[src/rtl/ram_sorter_if.sv]
// Single-port RAM bus shared between the sorter and the search datapath.
// The sorter is the master; the RAM side returns registered read data on mem_q.
interface ram_sorter_if #(
    parameter int ADDR_W = 5,
    parameter int DATA_W = 8
);
    logic [ADDR_W-1:0] mem_addr;
    logic [DATA_W-1:0] mem_wdata;
    logic              mem_wren;
    logic [DATA_W-1:0] mem_q;

    modport master (output mem_addr, output mem_wdata, output mem_wren, input mem_q);
    modport slave  (input mem_addr, input mem_wdata, input mem_wren, output mem_q);
endinterface

[src/rtl/ram_sorter.sv]
// In-place ascending bubble sort of the search RAM, with a shrinking pass limit
// and early exit on a swap-free pass. Owns the RAM bus only while busy.
module ram_sorter #(
    parameter int ADDR_W = 5,
    parameter int DATA_W = 8,
    parameter int DEPTH  = 32
) (
    input  logic              clk,
    input  logic              reset,
    input  logic              start,
    ram_sorter_if.master      mem,
    output logic              busy,
    output logic              done,
    output logic [8:0]        swap_count,
    output logic [4:0]        pass_count
);

    typedef enum logic [2:0] {
        IDLE, LOAD_A, LOAD_B, COMPARE, WRITE_A, WRITE_B, ADVANCE, DONE
    } state_t;

    localparam logic [ADDR_W-1:0] LAST = ADDR_W'(DEPTH - 1);
    localparam logic [ADDR_W-1:0] ONE  = ADDR_W'(1);

    state_t            state;
    state_t            state_next;
    logic [ADDR_W-1:0] i;
    logic [ADDR_W-1:0] i_inc;
    logic [ADDR_W-1:0] limit;
    logic              swapped;
    logic [DATA_W-1:0] a_reg;
    logic [DATA_W-1:0] b_reg;

    assign i_inc = i + ONE;

    always_ff @(posedge clk) begin
        if (reset) state <= IDLE;
        else       state <= state_next;
    end

    always_comb begin
        state_next = state;
        case (state)
            IDLE:    if (start) state_next = LOAD_A;
            LOAD_A:  state_next = LOAD_B;
            LOAD_B:  state_next = COMPARE;
            COMPARE: state_next = (a_reg > mem.mem_q) ? WRITE_A : ADVANCE;
            WRITE_A: state_next = WRITE_B;
            WRITE_B: state_next = ADVANCE;
            ADVANCE: begin
                if (i_inc != limit)                 state_next = LOAD_A;
                else if (!swapped || limit == ONE)  state_next = DONE;
                else                                state_next = LOAD_A;
            end
            DONE:    if (!start) state_next = IDLE;
            default: state_next = IDLE;
        endcase
    end

    always_comb begin
        mem.mem_addr  = '0;
        mem.mem_wdata = '0;
        mem.mem_wren  = 1'b0;
        busy          = (state != IDLE) && (state != DONE);
        done          = (state == DONE);
        case (state)
            LOAD_A:  mem.mem_addr = i;
            LOAD_B:  mem.mem_addr = i_inc;
            WRITE_A: begin
                mem.mem_addr  = i;
                mem.mem_wdata = b_reg;
                mem.mem_wren  = 1'b1;
            end
            WRITE_B: begin
                mem.mem_addr  = i_inc;
                mem.mem_wdata = a_reg;
                mem.mem_wren  = 1'b1;
            end
            default: ;
        endcase
    end

    // Read data arrives one cycle after its address, so a[i] is captured in
    // LOAD_B and a[i+1] in COMPARE.
    always_ff @(posedge clk) begin
        if (reset) begin
            i          <= '0;
            limit      <= LAST;
            swapped    <= 1'b0;
            a_reg      <= '0;
            b_reg      <= '0;
            swap_count <= '0;
            pass_count <= '0;
        end else begin
            case (state)
                IDLE: begin
                    if (start) begin
                        i          <= '0;
                        limit      <= LAST;
                        swapped    <= 1'b0;
                        swap_count <= '0;
                        pass_count <= 5'd1;
                    end
                end
                LOAD_B:  a_reg <= mem.mem_q;
                COMPARE: b_reg <= mem.mem_q;
                WRITE_B: begin
                    swapped    <= 1'b1;
                    swap_count <= swap_count + 9'd1;
                end
                ADVANCE: begin
                    if (i_inc != limit) begin
                        i <= i_inc;
                    end else if (swapped && limit != ONE) begin
                        limit      <= limit - ONE;
                        i          <= '0;
                        swapped    <= 1'b0;
                        pass_count <= pass_count + 5'd1;
                    end
                end
                default: ;
            endcase
        end
    end

endmodule

[src/flat_wrapper.sv]
// flat-port wrapper written by rule: the top's interface ports become plain ports
module ram_sorter_flat 
#(
    parameter int ADDR_W = 5,
    parameter int DATA_W = 8,
    parameter int DEPTH  = 32
)
  (clk, reset, start, busy, done, swap_count, pass_count, mem_mem_addr, mem_mem_wdata, mem_mem_wren, mem_mem_q);
  ram_sorter_if #(.ADDR_W(ADDR_W), .DATA_W(DATA_W)) mem_i ();
  input  logic clk;
  input  logic reset;
  input  logic start;
  output logic busy;
  output logic done;
  output logic [8:0] swap_count;
  output logic [4:0] pass_count;
  output wire logic [$bits(mem_i.mem_addr)-1:0] mem_mem_addr;
  output wire logic [$bits(mem_i.mem_wdata)-1:0] mem_mem_wdata;
  output wire logic [$bits(mem_i.mem_wren)-1:0] mem_mem_wren;
  input wire logic [$bits(mem_i.mem_q)-1:0] mem_mem_q;
  assign mem_mem_addr = mem_i.mem_addr;
  assign mem_mem_wdata = mem_i.mem_wdata;
  assign mem_mem_wren = mem_i.mem_wren;
  assign mem_i.mem_q = mem_mem_q;
  ram_sorter #(.ADDR_W(ADDR_W), .DATA_W(DATA_W), .DEPTH(DEPTH)) u_core (.clk(clk), .reset(reset), .start(start), .mem(mem_i), .busy(busy), .done(done), .swap_count(swap_count), .pass_count(pass_count));
endmodule
[config.mk]
export PLATFORM = sky130hd
export DESIGN_NAME = ram_sorter_flat
export DESIGN_NICKNAME = d
export VERILOG_FILES = /design/src/rtl/ram_sorter_if.sv /design/src/rtl/ram_sorter.sv /design/src/flat_wrapper.sv
export SDC_FILE = /design/constraint.sdc
export NUM_CORES = 1
export LEC_CHECK = 0
export CORE_MARGIN = 2
export CORE_UTILIZATION = 56
export CTS_BUF_LIST = sky130_fd_sc_hd__clkbuf_4
export CTS_CLUSTER_SIZE = 28
export DETAILED_ROUTE_END_ITERATION = 8
export GPL_TIMING_DRIVEN = 0
export HOLD_SLACK_MARGIN = 0.08
export PLACE_DENSITY = 0.84
export SYNTH_ARGS = -nofsm -noshare
export SYNTH_HDL_FRONTEND = slang
export SYNTH_SLANG_ARGS = --single-unit
export TNS_END_PERCENT = 100
[constraint.sdc]
create_clock -name clk -period 2.3 [get_ports clk]
set_input_delay 0.23 -clock clk [delete_from_list [all_inputs] [get_ports clk]]
set_output_delay 0.23 -clock clk [all_outputs]
set_load 0.1 [all_outputs]
# == Yosys cells after proc, flatten, opt, wreduce, memory -nomap -nowiden ==
# Index checks and enable logic that the tools add are counted.
# totals
elab_cells,73
in_bits,11
out_inout_bits,30
mem_bits_ro,0
ramBits,0
latch_bits,0
regBits,44
memories,0
# classes
n_eq_ne,16
n_mux,27
mul,0
order_cmp,1
reduce_logical,17
div,0
shift,0
bitwise_logic,0
add_sub_neg,4
# ops
operator,n
5-bit two-way mux,9
5-bit case mux with 2 select lines,4
3-bit case mux with 8 select lines,1
9-bit case mux with 2 select lines,1
8-bit case mux with 2 select lines,1
3-bit == test (second input constant),4
3-bit two-way mux,4
5-bit by 1-bit adder with 5-bit output (second input constant),2
9-bit by 1-bit adder with 9-bit output (second input constant),1
9-bit two-way mux,1
8-bit > comparator,1
4-bit AND reduction,2
3-bit by 2-bit == test with 1-bit output (second input constant),2
2-bit inequality test (second input constant),3
3-bit nonzero test,2
2-bit OR reduction,3
5-bit by 1-bit == test with 1-bit output (second input constant),1
5-bit by 1-bit inequality test with 1-bit output (second input constant),1
5-bit inequality test,1
5-bit by 1-bit subtractor with 5-bit output (second input constant),1
1-bit two-way mux,4
2-bit AND reduction,2
2-bit nonzero test,2
3-bit by 1-bit == test with 1-bit output (second input constant),1
10 further kinds,11

# == Depth between registers and ports, before layout ==
# Gate-level depths: netlist of the first run.
# logic_depth
word_depth,5
depth_mapped,9
depth_no_buf,7

# == Least setup slack after synthesis of the first run ==
# Ideal clock, no wire load.
# synth_timing
path_kind,register -> output
startpoint,reg u_core.state[2]
endpoint,out mem_mem_addr[1]
path_stages_with_launch,6
setup_slack_ps,-1181
t_arrival_ps,3251
required_ps,2070
cell_sequence,dfxtp_1 -> clkbuf_1 -> buf_1 -> xor2_1 -> a21oi_1 -> o21ai_0
# synth_between
elab_chain_cells,3
elab_cells_between_ends,7
# synth_rtl
element,line_no,rtl
start: declaration,ram_sorter.sv:25,state_t state;
start signal: assignment,ram_sorter.sv:38,else state <= state_next;
"3-bit == test, or another cell as far along",ram_sorter.sv:66,case (state)
2-bit OR reduction (no line),--,
5-bit case mux with 2 select lines *,ram_sorter.sv:66,
end: declaration,flat_wrapper.sv:17,output wire logic [$bits(mem_i.mem_addr)-1:0] mem_mem_addr;
# Mark *: on every way between the ends. The rest lies on a longest branch, timed or not.

# == Final worst setup path of the first run ==
# layout_timing
startpoint,reg u_core.swap_count[0]
endpoint,out swap_count[0]
# layout_lines
element,line_no,rtl
start: declaration,ram_sorter.sv:14,"output logic [8:0] swap_count,"
start signal: assignment,ram_sorter.sv:109,swap_count <= swap_count + 9'd1;
end: declaration,flat_wrapper.sv:15,output logic [8:0] swap_count;
# No word-level cell between the ends.

==> impl_metrics.ini, run 1 <==
[placement]
place_area_um2 = 3103
pre_cts_ws_ps = -708.4
hpwl_um = 4736
place.gp.congestion = 0.8464
io_buffers = 39
dp_cells = 440

[pwr]
p_int_w = 0.001198
peakVddDrop_v = 0.0004254
switchingPower_w = 0.0006806
seqPwrFrac_pct = 44.4
clock_power_share_pct = 26.8
power.density_cell_area_nw_per_um2 = 591.6
share_comb_of_total_power_pct = 28.8
netSwitchingFraction_pct = 36.24
power.leakage_nw = 1.236

[floorplanning]
die_area_um2 = 5227
start_util_pct = 59.18
num_io_pins = 41
num_rows = 24
die_w_um = 72.30
dieHeight_um = 72.30
core_area_um2 = 4414

[worst_setup_path]
startpoint = u_core.swap_count[0]
cp_max_fo = 5
worst_setup_path_start_kind = flop
cpLargestDelayFamily = buffers and inverters
critical_path_arrival_ps = 1960
cp_slowest_cell = clkdlybuf4s50_1
end_kind = output pin
slowest_delay_ps = 1160
worst-setup-path-type = reg -> out
worstPathCellList = clkdlybuf4s50_1
critPathBufInv = 1
cp.required_ps = 2070
r2r-start = u_core.i[1]

[grt]
grt.total_usage_pct = 25.53
grt_max_degree = 20
grt-ovfl-total = 0
grt_pass1_vias = 2351
grt_pass1_wl_um = 10620
antenna_found_initial = 0

[synth]
yosysTopAreaCell = dfxtp_1
async_flop_share_pct = 0
ys_types = 48
syn_area_um2 = 2613
ys_seq_elements = 44
netlist.area_leader.share_pct = 33.72
ys_warn_count = 0
syn_inst = 349
syn_nets = 373
synth_seq_area_share_pct = 33.72
syn_avg_cell_area_um2 = 7.486
yosysMostFrequentCell = nand2_1
synth_edf_count = 0
synthFlopType = dfxtp_1
synthTopCellsByArea = dfxtp_1 (34%), nand2_1 (7.9%), a21oi_1 (6.5%)
synthTopCellsByCount = nand2_1 (55), dfxtp_1 (44), nor2_1 (38), a21oi_1 (34), inv_1 (22)

[sta]
min_period_ps = 2185
min_period_over_period_pct = 95.00
setup_tns_ps = 0
fin_skew_ps = 4.706
tightest_slew_ps = 966.4
max_freq_ghz = 0.4577
timing_hold_violations_final = 0
finalWorstSetupSlack_ps = 115.0
relSlewSlack_pct = 35.37
maxSlewViolCount = 0
setup_viol = 0
rsz0062_at_grt = no

[final_layout]
insertedDiodeCount = 0
area_delta_synth_final_pct = 21.50
post-route-cell-area_um2 = 3174
stdcell_count = 445
largest_reg_flops = 9
nNetsFinal = 416
drive_gt1_share_pct = 14.50

[clock_tree]
ctsLongestPathBuffers = 2
cts_tree = yes
cts_setup_buffers = 0
root_buffer = clkbuf_4
clock_latency_ps = 360
hold_buffers = 0
numCtsBuffers = 5
h-tree-depth = 2
clock-sinks = 44
path_clk_slew_ps = 140

[route]
vias_per_cell = 5.908
drt_wl_total_um = 6449
vias = 2629
drc = 0
drt_first_pass_iters = 4
ant_nets = 0
wire_per_inst_um = 14.49
drt_iter0_markers = 184

[run_status]
status = completed

[worst_hold_path]
min_path_type = in -> reg
hp-start = reset

[flow_run]
maxCapViolCount = 0
-- power by group through the flow --
stage	combinational (W)	sequential [W]	clock [W]
3_5_place_dp	0.000549	0.000833	0
2_1_floorplan	0.000391	0.000855	0
5_1_grt	0.000589	0.000838	0.000530
3_3_place_gp	0.000541	0.000832	0
4_1_cts	0.000536	0.000830	0.000502
6_report	0.000541	0.000833	0.000504
-- cells in the final DEF, fill, tap and decap left out, types with 4 or more instances in the layout --
master	synthesis	final
nand2_1	55	54
buf_4	0	14
buf_2	5	5
buf_6	2	4
nand3_1	21	21
ha_1	13	13
o21ai_0	14	12
or4_1	4	4
a21oi_1	34	33
mux2i_1	10	10
clkbuf_4	0	6
dfxtp_1	44	41
nand3b_1	5	5
inv_1	22	22
nor2_1	38	28
clkdlybuf4s50_1	0	23
o31ai_1	7	7
nor2_2	0	10
clkbuf_1	12	6
-- logic make-up (layout without fill, tap and decap cells) --
family | after synthesis | in the layout | synth area share, %
compound gates | 87 | 87 | 20.93
xor+xnor | 7 | 7 | 2.635
fa+ha+maj | 13 | 13 | 6.226
buf+inv | 42 | 86 | 6.848
flops | 44 | 44 | 33.72
mux | 11 | 11 | 4.263
simple gates | 145 | 145 | 25.38
-- worst register-to-register path: stages (launching register included) --
cell and delay [ps]:
dfxtp_4 390, ha_1 170, or3b_1 380, a21oi_2 180, o211ai_2 130, buf_6 180, or4_1 510, a21boi_1 140
-- per-layer routing --
layer,up-vias,routed length (um),global-route usage [%]
met5,-,0,0
met4,0,42,8.386
met3,5,416,4.444
met2,79,2998,41.49
met1,1242,2992,34.47
li1,1303,-,-
-- stage by stage --
step | utilization, % | total power (W) | hold WS (ps)
6_report | 71.91 | 0.001878 | 301.4
5_1_grt | 71.91 | 0.001957 | 340.1
4_1_cts | 71.34 | 0.001868 | 289.4
3_5_place_dp | 70.29 | 0.001383 | 449.4
3_3_place_gp | 70.29 | 0.001373 | 440.8
2_1_floorplan | - | 0.001245 | 366.0
-- what timing repair did --
action / CTS / global route
resized for setup: 100 / 12
gates cloned: 0 / 0
endpoints found under the setup margin: 18 / 17
pin swaps: 0 / 1
-- final cells by class --
type | instances | area [um2]
plain buffers | 17 | 101.3
clock inverters | 2 | 35.03
flip-flops and latches | 44 | 887.1
inverters | 22 | 82.58
well taps | 52 | 65.06
multi-input cells | 263 | 1595
fillers | 350 | 1240
repair buffers | 39 | 362.8
clock buffers | 6 | 45.04
-- path summary, 6_finish.rpt --
kind / to / slack [ps] / cells after the start
hold reg to reg: u_core.b_reg[1] / 470 / 2
setup / recovery: swap_count[0] / 110 / 1
hold / removal: u_core.limit[4] / 300 / 3
setup reg to reg: u_core.pass_count[3] / 170 / 7
(Power assumes the default switching activity.)
==> inputs of run 2 (changes only) <==
ABC_CLOCK_PERIOD_IN_PS = 2300   (was unset)
SLEW_MARGIN = 20   (was unset)
==> results of run 2 <==
The final DEF is identical to that of run 1; final timing and power are the same.
